**src/rtl/bcd_pkg.sv**
```systemverilog
// Shared definitions for the sequential binary-to-BCD converter:
// FSM state encoding and the double-dabble adjust constants.
package bcd_pkg;

   typedef enum logic [1:0] {
      IDLE  = 2'd0,
      SHIFT = 2'd1,
      DONE  = 2'd2
   } bcd_state_t;

   localparam int BCD_DIGIT_W = 4;
   localparam logic [BCD_DIGIT_W-1:0] BCD_ADJ_THRESH = 4'd5;
   localparam logic [BCD_DIGIT_W-1:0] BCD_ADJ_ADD    = 4'd3;

endpackage

```
**src/rtl/bcd_adjust.sv**
```systemverilog
// Double-dabble digit correction: a BCD nibble of 5 or more gets +3 so that
// the following left shift carries correctly into the next decimal digit.
module bcd_adjust
   import bcd_pkg::*;
(
   input  logic [BCD_DIGIT_W-1:0] i_nibble,
   output logic [BCD_DIGIT_W-1:0] o_nibble
);

   // Largest input taking the add is 9, giving 12, so the 4-bit sum never wraps.
   assign o_nibble = (i_nibble >= BCD_ADJ_THRESH) ? i_nibble + BCD_ADJ_ADD : i_nibble;

endmodule

```
**src/rtl/reg_bcd_converter.sv**
```systemverilog
// Sequential binary-to-BCD converter: captures the ALU result on start and
// converts it one bit per clock, presenting decimal digits and blank flags.
module reg_bcd_converter
   import bcd_pkg::*;
#(
   parameter int WIDTH  = 8,
   parameter int DIGITS = 3
) (
   input  logic                          clock,
   input  logic                          reset,
   input  logic                          start,
   input  logic [WIDTH-1:0]              value,
   output logic                          busy,
   output logic                          done,
   output logic [BCD_DIGIT_W*DIGITS-1:0] bcd,
   output logic [DIGITS-1:0]             blank
);

   localparam int BCD_W = BCD_DIGIT_W * DIGITS;
   localparam int SR_W  = BCD_W + WIDTH;
   localparam int CNT_W = (WIDTH > 1) ? $clog2(WIDTH) : 1;
   localparam logic [CNT_W-1:0]  CNT_LAST  = CNT_W'(WIDTH - 1);
   localparam logic [DIGITS-1:0] BLANK_RST = ~DIGITS'(1);

   bcd_state_t        r_state;
   bcd_state_t        w_state_next;
   logic [CNT_W-1:0]  r_cnt;
   logic [SR_W-1:0]   r_shift;
   logic [SR_W-1:0]   w_adj;
   logic [SR_W-1:0]   w_shifted;
   logic [BCD_W-1:0]  r_bcd;
   logic [DIGITS-1:0] r_blank;
   logic [DIGITS-1:0] w_blank;
   logic              w_last;

   // Binary bits pass through untouched; only the BCD nibbles are corrected.
   assign w_adj[WIDTH-1:0] = r_shift[WIDTH-1:0];

   for (genvar g = 0; g < DIGITS; g++) begin : g_adj
      bcd_adjust u_adjust (
         .i_nibble (r_shift[WIDTH + BCD_DIGIT_W*g +: BCD_DIGIT_W]),
         .o_nibble (w_adj[WIDTH + BCD_DIGIT_W*g +: BCD_DIGIT_W])
      );
   end

   assign w_shifted = w_adj << 1;
   assign w_last    = (r_cnt == CNT_LAST);

   always_comb begin
      w_blank = '0;
      for (int i = DIGITS - 1; i > 0; i--) begin
         if (i == DIGITS - 1)
            w_blank[i] = (w_shifted[WIDTH + BCD_DIGIT_W*i +: BCD_DIGIT_W] == '0);
         else
            w_blank[i] = w_blank[i+1] &
                         (w_shifted[WIDTH + BCD_DIGIT_W*i +: BCD_DIGIT_W] == '0);
      end
   end

   // NOTE: sequential state uses non-blocking assignments so every register
   // samples the pre-edge values regardless of statement order.
   always_ff @(posedge clock) begin
      if (reset) r_state <= IDLE;
      else       r_state <= w_state_next;
   end

   always_comb begin
      w_state_next = r_state;
      case (r_state)
         IDLE:    if (start) w_state_next = SHIFT;
         SHIFT:   if (w_last) w_state_next = DONE;
         DONE:    w_state_next = IDLE;
         default: w_state_next = IDLE;
      endcase
   end

   always_ff @(posedge clock) begin
      if (reset) begin
         r_cnt   <= '0;
         r_shift <= '0;
         r_bcd   <= '0;
         r_blank <= BLANK_RST;
      end else begin
         case (r_state)
            IDLE: begin
               if (start) begin
                  r_shift <= {{BCD_W{1'b0}}, value};
                  r_cnt   <= '0;
               end
            end
            SHIFT: begin
               r_shift <= w_shifted;
               r_cnt   <= r_cnt + 1'b1;
               // Digits are published only once, so no partial result is ever visible.
               if (w_last) begin
                  r_bcd   <= w_shifted[SR_W-1 -: BCD_W];
                  r_blank <= w_blank;
               end
            end
            default: ;
         endcase
      end
   end

   assign busy  = (r_state != IDLE);
   assign done  = (r_state == DONE);
   assign bcd   = r_bcd;
   assign blank = r_blank;

endmodule

```
**config.mk**
```make
export PLATFORM = sky130hd
export DESIGN_NAME = reg_bcd_converter
export DESIGN_NICKNAME = d
export VERILOG_FILES = /design/src/rtl/bcd_pkg.sv /design/src/rtl/bcd_adjust.sv /design/src/rtl/reg_bcd_converter.sv
export SDC_FILE = /design/constraint.sdc
export NUM_CORES = 1
export LEC_CHECK = 0
export ABC_AREA = 1
export BUFFER_PORTS_ARGS = -buffer_cell sky130_fd_sc_hd__buf_4
export CAP_MARGIN = 40
export CORE_ASPECT_RATIO = 1.4
export CORE_MARGIN = 4
export CORE_UTILIZATION = 32
export DETAILED_ROUTE_END_ITERATION = 8
export PLACE_DENSITY_LB_ADDON = 0.2
export SYNTH_ARGS = -nofsm -noshare
export SYNTH_HDL_FRONTEND = slang
export SYNTH_SLANG_ARGS = --single-unit
```
**constraint.sdc**
```tcl
create_clock -name clock -period 1.7 [get_ports clock]
set_clock_uncertainty 0.05 [all_clocks]
set_input_delay 0.17 -clock clock [delete_from_list [all_inputs] [get_ports clock]]
set_output_delay 0.17 -clock clock [all_outputs]
set_load 0.02 [all_outputs]
```
==> metrics.md, run 1 <==
| Metric | Value |
|---|---|
| Commonest non-fill, non-tap cell in the layout | `nand2_1` |
| Later-pin clock latency in the skew report | `roughly 290 ps` |
| Synth warn | `0` |
| Sw Share | `24.3%` |
| Number of global-route vias before repair | `about 1500` |
| Hold_ws | `about 100 ps` |
| CTS sink count | `39` |
| Peak supply drop | `approximately 0.46 mV` |
| Startpoint Class | `flip-flop` |
| Mapped Avg Cell Area | `around 7.2 um^2` |
| Post-synth top area share | `a little over two fifths` |
| Final Cycle Share | `about nine tenths` |
| Crit path cell chain | `ha_1 -> ha_1 -> nand2_1 -> inv_2 -> nand2_2 -> inv_2 -> nand3_1 -> nand2_1` |
| Post-CTS Setup Inserts | `0` |
| Die H | `slightly below 100 um` |
| First-pass GRT wire length | `between 6 and 7 mm` |
| Share of layout cells above drive strength 1 | `16.1%` |
| CTS tree | `yes` |
| Post-detail-place hpwl | `2.99 mm` |
| Clock buffer depth | `2` |
| Placed cell areas | `around 2100 um^2` |
| WP data arrival | `approximately 1700 ps` |
| Shortest period the worst path allows | `between 1500 and 2000 ps` |
| Num CTS Buffers | `5` |
| Die ar. | `6880 um^2` |
| Final number of max-transition violations | `0` |
| Critical-path top delay cell | `dfxtp_1` |
| Diodes inserted | `0` |
| Final wirelength | `just over 4 mm` |
| Cell area after synthesis | `between 1500 and 2000 um^2` |
| Flop2flop setup slack | `between 150 and 200 ps` |
| IO Port Bufs | `26` |
| Psw | `between 0.4 and 0.5 mW` |
| Clock Power Share | `approximately 36%` |
| DRC viols | `0` |
| Routed Antenna Nets | `0` |
| TNS Setup | `0 ps` |
| Compound-Gate Fraction of Synth Area | `between 10% and 20%` |
| Combinational power share | `under 10%` |
| Leakage | `0.960 nW` |
| Largest family of logic cells by synthesized area | `simple AND/OR/NAND/NOR gates` |
| Fmax | `roughly 660 MHz` |
| Routability cong. | `around 0.77` |
| Pwr Density | `~780 nW/um^2` |
| Reg area | `just under 800 um^2` |
| FP Rows | `32` |
| Unique cell type count in the Yosys netlist | `19` |
| Max_cap viols | `0` |
| Final Hold Vio Count | `0` |
| CP max FO | `9` |
| Adder-cell share of the synthesized area | `around 5.6%` |
| Area contributors post-synth | `dfxtp_1 44%, nand2_1 16%, nand3_1 7.3%` |
| Synthesized instance count | `250` |
| Clock Pin Slew Worst Setup and Hold Paths | `around 70 ps` |
| Largest area contributor in the netlist | `dfxtp_1` |
| Commonest cells after routing, fill and taps aside | `74 x nand2_1, 39 x dfxtp_1, 32 x buf_4, 25 x nand3_1, 24 x inv_1` |
| Layout area overhead | `20.3%` |
| Critical Path RT | `approximately 1800 ps` |
| Synth Net Count | `269` |
| Clock Root Buffer | `clkbuf_8` |
| Multi-input gate area | `866 um^2` |
| Routed via count | `between 1500 and 2000` |
| Fill cells | `between 500 and 600` |
| H-tree depth | `2` |
| DRT iter0 DRCs | `50` |
| Starting Density | `32.7%` |
| Hold Crit Class | `in2reg` |
| Setup Slack @ Placement | `165 ps` |
| Final setup fails | `0` |
| Gr ovfl total | `0` |
| # hold bufs at CTS | `0` |
| Internal power | `around 1.3 mW` |
| Kind of critical path | `reg2reg` |
| I/O Pins | `28` |
| Seq cells post-synth | `39` |
| RSZ-0062 raised after global routing | `no` |
| Die X | `71.2 um` |
| Sequential share of power | `56.4%` |
| GRT Total Usage | `roughly an eighth` |
| Largest net degree at the start of global routing | `20` |
| Critical Path End Type | `flip-flop` |
| DR vias/cell | `approximately 4.7` |
| Initial antenna violation count | `0` |
| Synth Area in XOR/XNOR | `0%` |
| Post-route cell area | `2150 um^2` |
| Multiplexer share of the synthesized area | `0%` |
| Router iterations before antenna repair | `4` |
| Share of the yosys chip area belonging to registers | `between 40% and 50%` |
| Routed len/inst | `between 10 and 15 um` |
| Nets | `~300` |
| Tot Pwr | `1.68 mW` |
| Simple-gate share of the synthesized area | `between 20% and 30%` |
| Outcome | `finished, final reports clean` |
| PnR worst setup slack | `approximately 190 ps` |
| Core area | `5490 um^2` |
| Max stage delay on crit path | `between 300 and 400 ps` |
==> path summary, 6_finish.rpt <==
path	from	endpoint	cells after the start
worst max register to register	r_cnt[0]	bcd[2]	8
worst min-delay path	value[3]	r_shift[3]	3
worst max-delay path	r_cnt[0]	bcd[2]	8
worst min register to register	r_cnt[0]	r_cnt[0]	1
==> synth_stat cells <==
cell,n
nand2_1,74
nand2_2,1
ha_1,8
a31oi_1,8
clkbuf_1,3
nand4_1,5
buf_4,1
o211ai_1,2
inv_2,3
dfxtp_1,39
nand3_1,26
buf_2,6
a21oi_1,21
o21ai_2,1
o21ai_0,19
inv_1,24
nor2_4,1
nor2_1,7
conb_1,1
==> area by class of cell <==
cell class | count | share of cell area, %
multi-input combinational | 174 | 40.2
sequential | 39 | 36.2
timing repair buffer | 32 | 11.1
inverter | 27 | 4.70
tap | 68 | 3.95
clock buffer | 7 | 3.54
clock inverter | 1 | 0.232
==> power by group through the flow <==
stage,Sequential [mW],Clock [mW],Combinational [mW]
floorplan,0.968,0,0.0867
global placement,0.972,0,0.135
detailed placement,0.972,0,0.134
CTS,0.950,0.628,0.135
global route,0.954,0.658,0.154
finish,0.950,0.602,0.133
==> metal layers <==
layer,wire (um),global-route usage [%],vias to the layer above
li1,-,-,876
met1,1860,15.2,702
met2,1880,21.5,44
met3,247,3.31,6
met4,56,4.39,0
met5,0,0,-
==> through the flow <==
| stage | instances | utilization (%) |
|---|---|---|
| final | 348 | 39.3 |
| after global routing | 348 | 39.3 |
| after CTS | 348 | 39.2 |
| after detailed placement | 340 | 37.7 |
| after global placement | 340 | 37.7 |
| after floorplan | 250 | - |
==> repair_timing <==
action	CTS	global route
setup endpoints to repair	0	1
gates resized for setup	0	1
hold endpoints to repair	0	0
==> critical path: cells and delay by family (launching register included) <==
| kind | cells | cell delay, ps |
|---|---|---|
| adder cells (fa/ha/maj) | 2 | 390 |
| AND/OR/NAND/NOR | 4 | 450 |
| buffers and inverters | 2 | 190 |
| flip-flops | 1 | 330 |
==> state kept, by name (all words and copies together) (netlist names) <==
register  flops
bcd          12
blank         2
r_cnt         3
r_shift      20
r_state       2
==> cells by family (layout without fill, tap and decap cells) <==
family                     after synthesis  in the layout
buffers and inverters                   37             67
DFF                                     39             39
other                                    1              1
and+or+nand+nor                        114            114
AOI/OAI and AO/OA                       51             51
adders and majority gates                8              8
Note: power is estimated with default switching activity, not from simulation.
==> run 2, diff against run 1 <==
--- a/config.mk
+++ b/config.mk
@@ -7,3 +7,3 @@
 export LEC_CHECK = 0
-export ABC_AREA = 1
+export ABC_AREA = 0
 export BUFFER_PORTS_ARGS = -buffer_cell sky130_fd_sc_hd__buf_4
@@ -12,3 +12,3 @@
 export CORE_MARGIN = 4
-export CORE_UTILIZATION = 32
+export CORE_UTILIZATION = 40
 export DETAILED_ROUTE_END_ITERATION = 8
==> constraint.sdc (replaced) <==
create_clock -name clock -period 1.7 [get_ports clock]
set_clock_uncertainty 0.05 [all_clocks]
set_input_delay 0.34 -clock clock [delete_from_list [all_inputs] [get_ports clock]]
set_output_delay 0.34 -clock clock [all_outputs]
set_load 0.02 [all_outputs]
==> run 2 against run 1 <==
  * Clock power up 5.6%
  * First-iteration DRC count increased by 36%
  * Final cell count down 11%
  * Critical path depth decreased by 2
  * Utilization up 14 points
  * Largest cell class unchanged
  * Sequential share of layout area fell by 1.8 points
  * Largest power group unchanged
  * Synthesized area decreased by 0.84%
  * Power grew 1.8%
  * Critical endpoint is now blank[1]
==> metrics.md, run 2 <==
| Metric | Value |
|---|---|
| CTS tree | `yes` |
| Initial antenna violation count | `0` |
| Synth Net Count | `about 230` |
| Routed len/inst | `~13 um` |
| IO Port Bufs | `26` |
| Final setup fails | `0` |
| DR vias/cell | `a little over 5` |
| Max reg flops | `20` |
| Peak supply drop | `about 0.46 mV` |
| Commonest non-fill, non-tap cell in the layout | `buf_4` |
| Layout area overhead | `28.8%` |
| Most frequent cells after synthesis | `39 x dfxtp_1, 33 x nand2_1, 29 x nor2_1` |
| Top FF cell, synth | `dfxtp_1` |
| Later-pin clock latency in the skew report | `290 ps` |
| Largest area contributor in the netlist | `dfxtp_1` |
| Startpoint Class | `flip-flop` |
| Router iterations before antenna repair | `4` |
| Most common cell in the netlist | `dfxtp_1` |
| H-tree depth | `2` |
| Combinational power share | `7.7%` |
| EDFF count, synth | `0` |
| Core area | `roughly 4300 um^2` |
| Fill cells | `430` |
| Routability cong. | `0.852` |
| Clock Root Buffer | `clkbuf_8` |
| Share of layout cells above drive strength 1 | `between 20% and 30%` |
| CP max FO | `4` |
| Final wirelength | `a little over 4 mm` |
| Unique cell type count in the Yosys netlist | `35` |
| Final number of max-transition violations | `0` |
| Internal power | `1.31 mW` |
| Die ar. | `roughly 5600 um^2` |
| DRT iter0 DRCs | `around 70` |
| Routed Antenna Nets | `0` |
| Post-synth top area share | `between 40% and 50%` |
| Routed via count | `roughly 1600` |
| Reg with most FFs | `r_shift` |
| Sw Share | `a little under a quarter` |
| Largest net degree at the start of global routing | `40` |
| Clock buffer depth | `2` |
| Async SR Flop Fraction | `0%` |
| Number of global-route vias before repair | `around 1500` |
| Fin util | `a little over half` |
| FP Rows | `28` |
| Seq cells post-synth | `39` |
| Post-detail-place hpwl | `around 2.6 mm` |
| Final Hold Vio Count | `0` |
| Kind of critical path | `reg2reg` |
| Outcome | `finished, final reports clean` |
| Mapped Avg Cell Area | `between 8 and 9 um^2` |
| Synth warn | `0` |
| Synthesized instance count | `214` |
| Die X | `~64 um` |
| CTS sink count | `39` |
| Shortest period the worst path allows | `roughly 1600 ps` |
| Nets | `270` |
| Critical Path End Type | `flip-flop` |
| Tot Pwr | `around 1.7 mW` |
| Starting Density | `between 40% and 50%` |
| Final Cycle Share | `between 90% and 100%` |
| Cell area after synthesis | `about 1800 um^2` |
| Leakage | `approximately 0.9 nW` |
| Diodes inserted | `0` |
| Pwr Density | `around 750 nW/um^2` |
| GRT Total Usage | `between 10% and 20%` |
| Max_cap viols | `0` |
| Critical Path RT | `approximately 1900 ps` |
| Fmax | `around 610 MHz` |
| Sequential share of power | `about 55%` |
| RSZ-0062 raised after global routing | `yes` |
| WP data arrival | `approximately 1800 ps` |
| Share of the yosys chip area belonging to registers | `43.9%` |
| I/O Pins | `28` |
| Psw | `0.409 mW` |
| Clock Pin Slew Worst Setup and Hold Paths | `about 80 ps` |
| Die H | `86.9 um` |
| First-pass GRT wire length | `approximately 6.7 mm` |
| Area contributors post-synth | `dfxtp_1 44%, nand2_1 7.0%, nor2_1 6.1%` |
| Gr ovfl total | `0` |
| DRC viols | `0` |
| # hold bufs at CTS | `0` |
| Hold Crit Class | `in2reg` |
| Num CTS Buffers | `5` |
| Commonest cells after routing, fill and taps aside | `41 x buf_4, 36 x dfxtp_1, 33 x nand2_1, 29 x nor2_1, 12 x a21oi_1` |
| Clock Power Share | `37.1%` |
==> run 2: cell types whose count changed after synthesis, sizes merged, moves of 10 or more <==
cell   delta
inv      -20
nand2    -41
a22oi    +10
nor2     +22
nand3    -23
o21ai    -13
==> run 2: cell families after synthesis <==
kind of cell	synth area share, %
other	0.211
buffers and inverters	4.51
AND/OR/NAND/NOR	22.6
AO/OA/AOI/OAI	18.8
flip-flops	43.9
XOR/XNOR	1.48
multiplexers	2.82
adder cells (fa/ha/maj)	5.63
==> run 2: final timing paths <==
check	start	cells after the start	end	slack (ps)
worst max-delay path	r_shift[12]	6	blank[1]	70
worst min-delay path	value[1]	3	r_shift[1]	270
worst max register to register	r_shift[12]	6	blank[1]	70
worst min register to register	bcd[5]	2	bcd[5]	400
==> run 2: through the flow <==
step	std cells	instance area (um^2)	hold WS (ps)	setup TNS, ps	setup WS, ps
after floorplan	214	1780	394	0	116
after global placement	300	2100	393	0	67.3
after detailed placement	300	2100	398	0	7.51
after CTS	307	2180	256	0	6.64
after global routing	311	2290	254	-34.8	-28.8
final	311	2290	267	0	65.0
==> run 2: timing repair <==
item                                    4_1_cts  5_1_grt
endpoints found under the setup margin        3       11
resized for setup                             1       20
pin swaps                                     1        4
setup buffers                                 0        4
==> run 2: critical path: stages, from the launching register on <==
cell	delay, ps
dfxtp_1	360
buf_4	170
o21ai_1	250
nor3b_2	90
a21oi_2	150
o211ai_1	150
o41ai_2	320
==> run 2: layer usage <==
| layer | global-route usage (%) | share of wire, % | vias up |
|---|---|---|---|
| li1 | - | - | 808 |
| met1 | 16.8 | 44 | 718 |
| met2 | 25.9 | 49 | 34 |
| met3 | 5.17 | 4.3 | 10 |
| met4 | 9.81 | 3.1 | 0 |
| met5 | 0 | 0 | - |
==> run 2: area by class of cell <==
class                   instances  area [um^2]  share of cell area, %
flip-flops and latches         39          787                   34.4
well taps                      60         75.1                   3.28
inverters                       7         28.8                   1.26
multi-input cells             156          982                   42.9
repair buffers                 42          328                   14.3
clock buffers                   6         82.6                   3.61
clock inverters                 1         5.00                  0.219
==> run 2: power groups by stage <==
stage	sequential, mW	combinational (mW)	clock (mW)
detailed placement	0.970	0.134	0
global placement	0.970	0.131	0
finish	0.947	0.132	0.636
global route	0.949	0.148	0.698
floorplan	0.967	0.0886	0
CTS	0.948	0.134	0.660
==> run 3, diff against run 2 <==
- BUFFER_PORTS_ARGS: -buffer_cell sky130_fd_sc_hd__buf_4 -> -buffer_cell sky130_fd_sc_hd__clkbuf_2
==> run 3 against run 2 <==
  * Sequential share of layout area down 0.13 points
  * Final cell count up 0.96%
  * Combinational power about the same
  * Routed wire length about the same
  * Utilization up 0.20 points
  * Sequential power about the same
  * Largest power group unchanged
  * Register-to-register slack about the same
  * Clock-buffer cell count up 2
  * Non-clock buffer count up 2
  * Clock power up 7.4%
  * Critical endpoint unchanged
  * Worst hold slack worse by 26 ps
==> metrics.md, run 3 (synthesized netlist as in run 2, its figures left out) <==
| Metric | Value |
|---|---|
| Num CTS Buffers | `5` |
| Internal power | `1.36 mW` |
| Critical Path End Type | `flip-flop` |
| First-pass GRT wire length | `between 6 and 7 mm` |
| FP Rows | `28` |
| Cell repeated most along the worst path | `ha_1` |
| Router iterations before antenna repair | `4` |
| Setup Slack @ Placement | `-5.74 ps` |
| Die H | `86.9 um` |
| Shortest period the worst path allows | `1640 ps` |
| Clock Power Share | `between 30% and 40%` |
| I/O Pins | `28` |
| Diodes inserted | `0` |
| Min-Delay Endpoint | `r_shift[1]` |
| DRT iter0 DRCs | `53` |
| Number of global-route vias before repair | `around 1600` |
| Reg area | `~790 um^2` |
| Max stage delay on crit path | `~360 ps` |
| Sw Share | `a little under a quarter` |
| PnR worst setup slack | `around 65 ps` |
| Routed Antenna Nets | `0` |
| Reg2reg path depth | `6` |
| Multi-input gate area | `between 1000 and 1500 um^2` |
| Final number of max-transition violations | `0` |
| Hold_ws | `between 200 and 250 ps` |
| Final Hold Vio Count | `0` |
| Startpoint Class | `flip-flop` |
| Hold Startpoint | `value[1]` |
| Fin util | `a little over half` |
| FF-to-FF End | `blank[1]` |
| Leakage | `a little over 0.9 nW` |
| Layout area overhead | `29.3%` |
| CP max FO | `3` |
| Core area | `roughly 4300 um^2` |
| Max reg flops | `20` |
| RSZ-0062 raised after global routing | `yes` |
| Die ar. | `roughly 5600 um^2` |
| Share of layout cells above drive strength 1 | `between 30 and 40%` |
| DRC viols | `0` |
| Cell family with most CP delay | `compound AO/OA/AOI/OAI gates` |
| CTS tree | `yes` |
| Tot Pwr | `1.76 mW` |
| Initial antenna violation count | `0` |
| Sequential share of power | `around 54%` |
| DR vias/cell | `between 5 and 6` |
| Critical-path top delay cell | `dfxtp_1` |
| Commonest non-fill, non-tap cell in the layout | `dfxtp_1` |
| Reg with most FFs | `r_shift` |
| CTS sink count | `39` |
| Die X | `about 64 um` |
| Hold Path Depth | `3` |
| GRT Total Usage | `16.1%` |
| Final wirelength | `4.05 mm` |
| Fmax | `a little over 600 MHz` |
| Outcome | `finished, final reports clean` |
| Crit Reg-Reg Startpoint | `r_cnt[0]` |
| Gr ovfl total | `0` |
| Commonest cells after routing, fill and taps aside | `34 x dfxtp_1, 33 x nand2_1, 29 x nor2_1, 26 x clkbuf_2, 16 x buf_4` |
| Fill cells | `between 400 and 500` |
| H-tree depth | `2` |
| Largest net degree at the start of global routing | `22` |
| Pwr Density | `approximately 770 nW/um^2` |
| Routed len/inst | `approximately 13 um` |
| # hold bufs at CTS | `0` |
| Starting Density | `about two fifths` |
| Critical Path RT | `about 1900 ps` |
| Hold Crit Class | `in2reg` |
| Final setup fails | `0` |
| Peak supply drop | `0.525 mV` |
| Combinational power share | `7.6%` |
| Crit path cell chain | `ha_1 -> ha_1 -> nand2_2 -> a211oi_2 -> o211ai_1 -> o41ai_2` |
| Psw | `between 0.4 and 0.5 mW` |
| Nets | `272` |
| Post-detail-place hpwl | `between 2 and 3 mm` |
| Kind of critical path | `reg2reg` |
| Clock Root Buffer | `clkbuf_8` |
| Crit path buffers/inverters | `0` |
| Clock Pin Slew Worst Setup and Hold Paths | `~70 ps` |
| Flop2flop setup slack | `60 ps` |
| IO Port Bufs | `26` |
| Routability cong. | `between 0.8 and 0.9` |
| Later-pin clock latency in the skew report | `about 290 ps` |
| Clock buffer depth | `2` |
| Max_cap viols | `0` |
| WP data arrival | `between 1500 and 2000 ps` |
| Final Cycle Share | `between 90% and 100%` |
| Routed via count | `~1600` |
## run 3: cell types whose count changed in the layout (fill, tap and decap cells not counted), moves of 2 or more
cell and change:
buf_4 -25, clkbuf_2 +26, dfxtp_1 -2, dfxtp_2 +3
## run 3: power by group through the flow
| stage | Sequential (mW) | Combinational [mW] | Clock (mW) |
|---|---|---|---|
| after floorplan | 0.967 | 0.0886 | 0 |
| after global placement | 0.968 | 0.134 | 0 |
| after detailed placement | 0.969 | 0.135 | 0 |
| after CTS | 0.947 | 0.136 | 0.707 |
| after global routing | 0.949 | 0.154 | 0.750 |
| final | 0.947 | 0.134 | 0.683 |
## run 3: worst max-delay path by stage
| stage | from | end | slack [ps] | cells past startpoint |
|---|---|---|---|---|
| after floorplan | r_shift[16] | blank[1] | 120 | 7 |
| after global placement | r_shift[13] | r_shift[14] | 50 | 7 |
| after detailed placement | r_shift[13] | r_shift[14] | -6 | 7 |
| after CTS | r_shift[13] | blank[1] | 6 | 7 |
| after global routing | r_shift[17] | blank[1] | -40 | 7 |
| final | r_cnt[0] | blank[1] | 60 | 6 |
## run 3: repair_timing
action,4_1_cts,5_1_grt
resized for setup,5,23
pin swaps,3,5
buffers inserted,2,2
setup endpoints to repair,4,10
## run 3: cell type report
| type | instances | area share, % |
|---|---|---|
| multi-input combinational | 156 | 44.1 |
| sequential | 39 | 34.3 |
| timing repair buffer | 44 | 12.6 |
| clock buffer | 8 | 4.36 |
| tap | 60 | 3.27 |
| inverter | 7 | 1.36 |
## run 3: stage by stage
step / std cells / setup TNS (ps) / cell area, um^2
final: 314 / 0 / 2300
after global routing: 314 / -41.2 / 2300
after CTS: 312 / 0 / 2190
after floorplan: 214 / 0 / 1780
after global placement: 302 / 0 / 2060
after detailed placement: 302 / -5.74 / 2060
## run 3: worst reg2reg max path, stage by stage (launching register included)
cell      delay, ps
dfxtp_1         360
ha_1            160
ha_1            170
nand2_2          70
a211oi_2        260
o211ai_1        170
o41ai_2         300
## run 3: per-layer routing
metal	vias to the layer above	GRT usage [%]	share of wire [%]
li1	815	-	-
met1	734	17.6	44
met2	27	29.2	51
met3	6	3.75	3.4
met4	0	6.92	2.2
met5	-	0	0
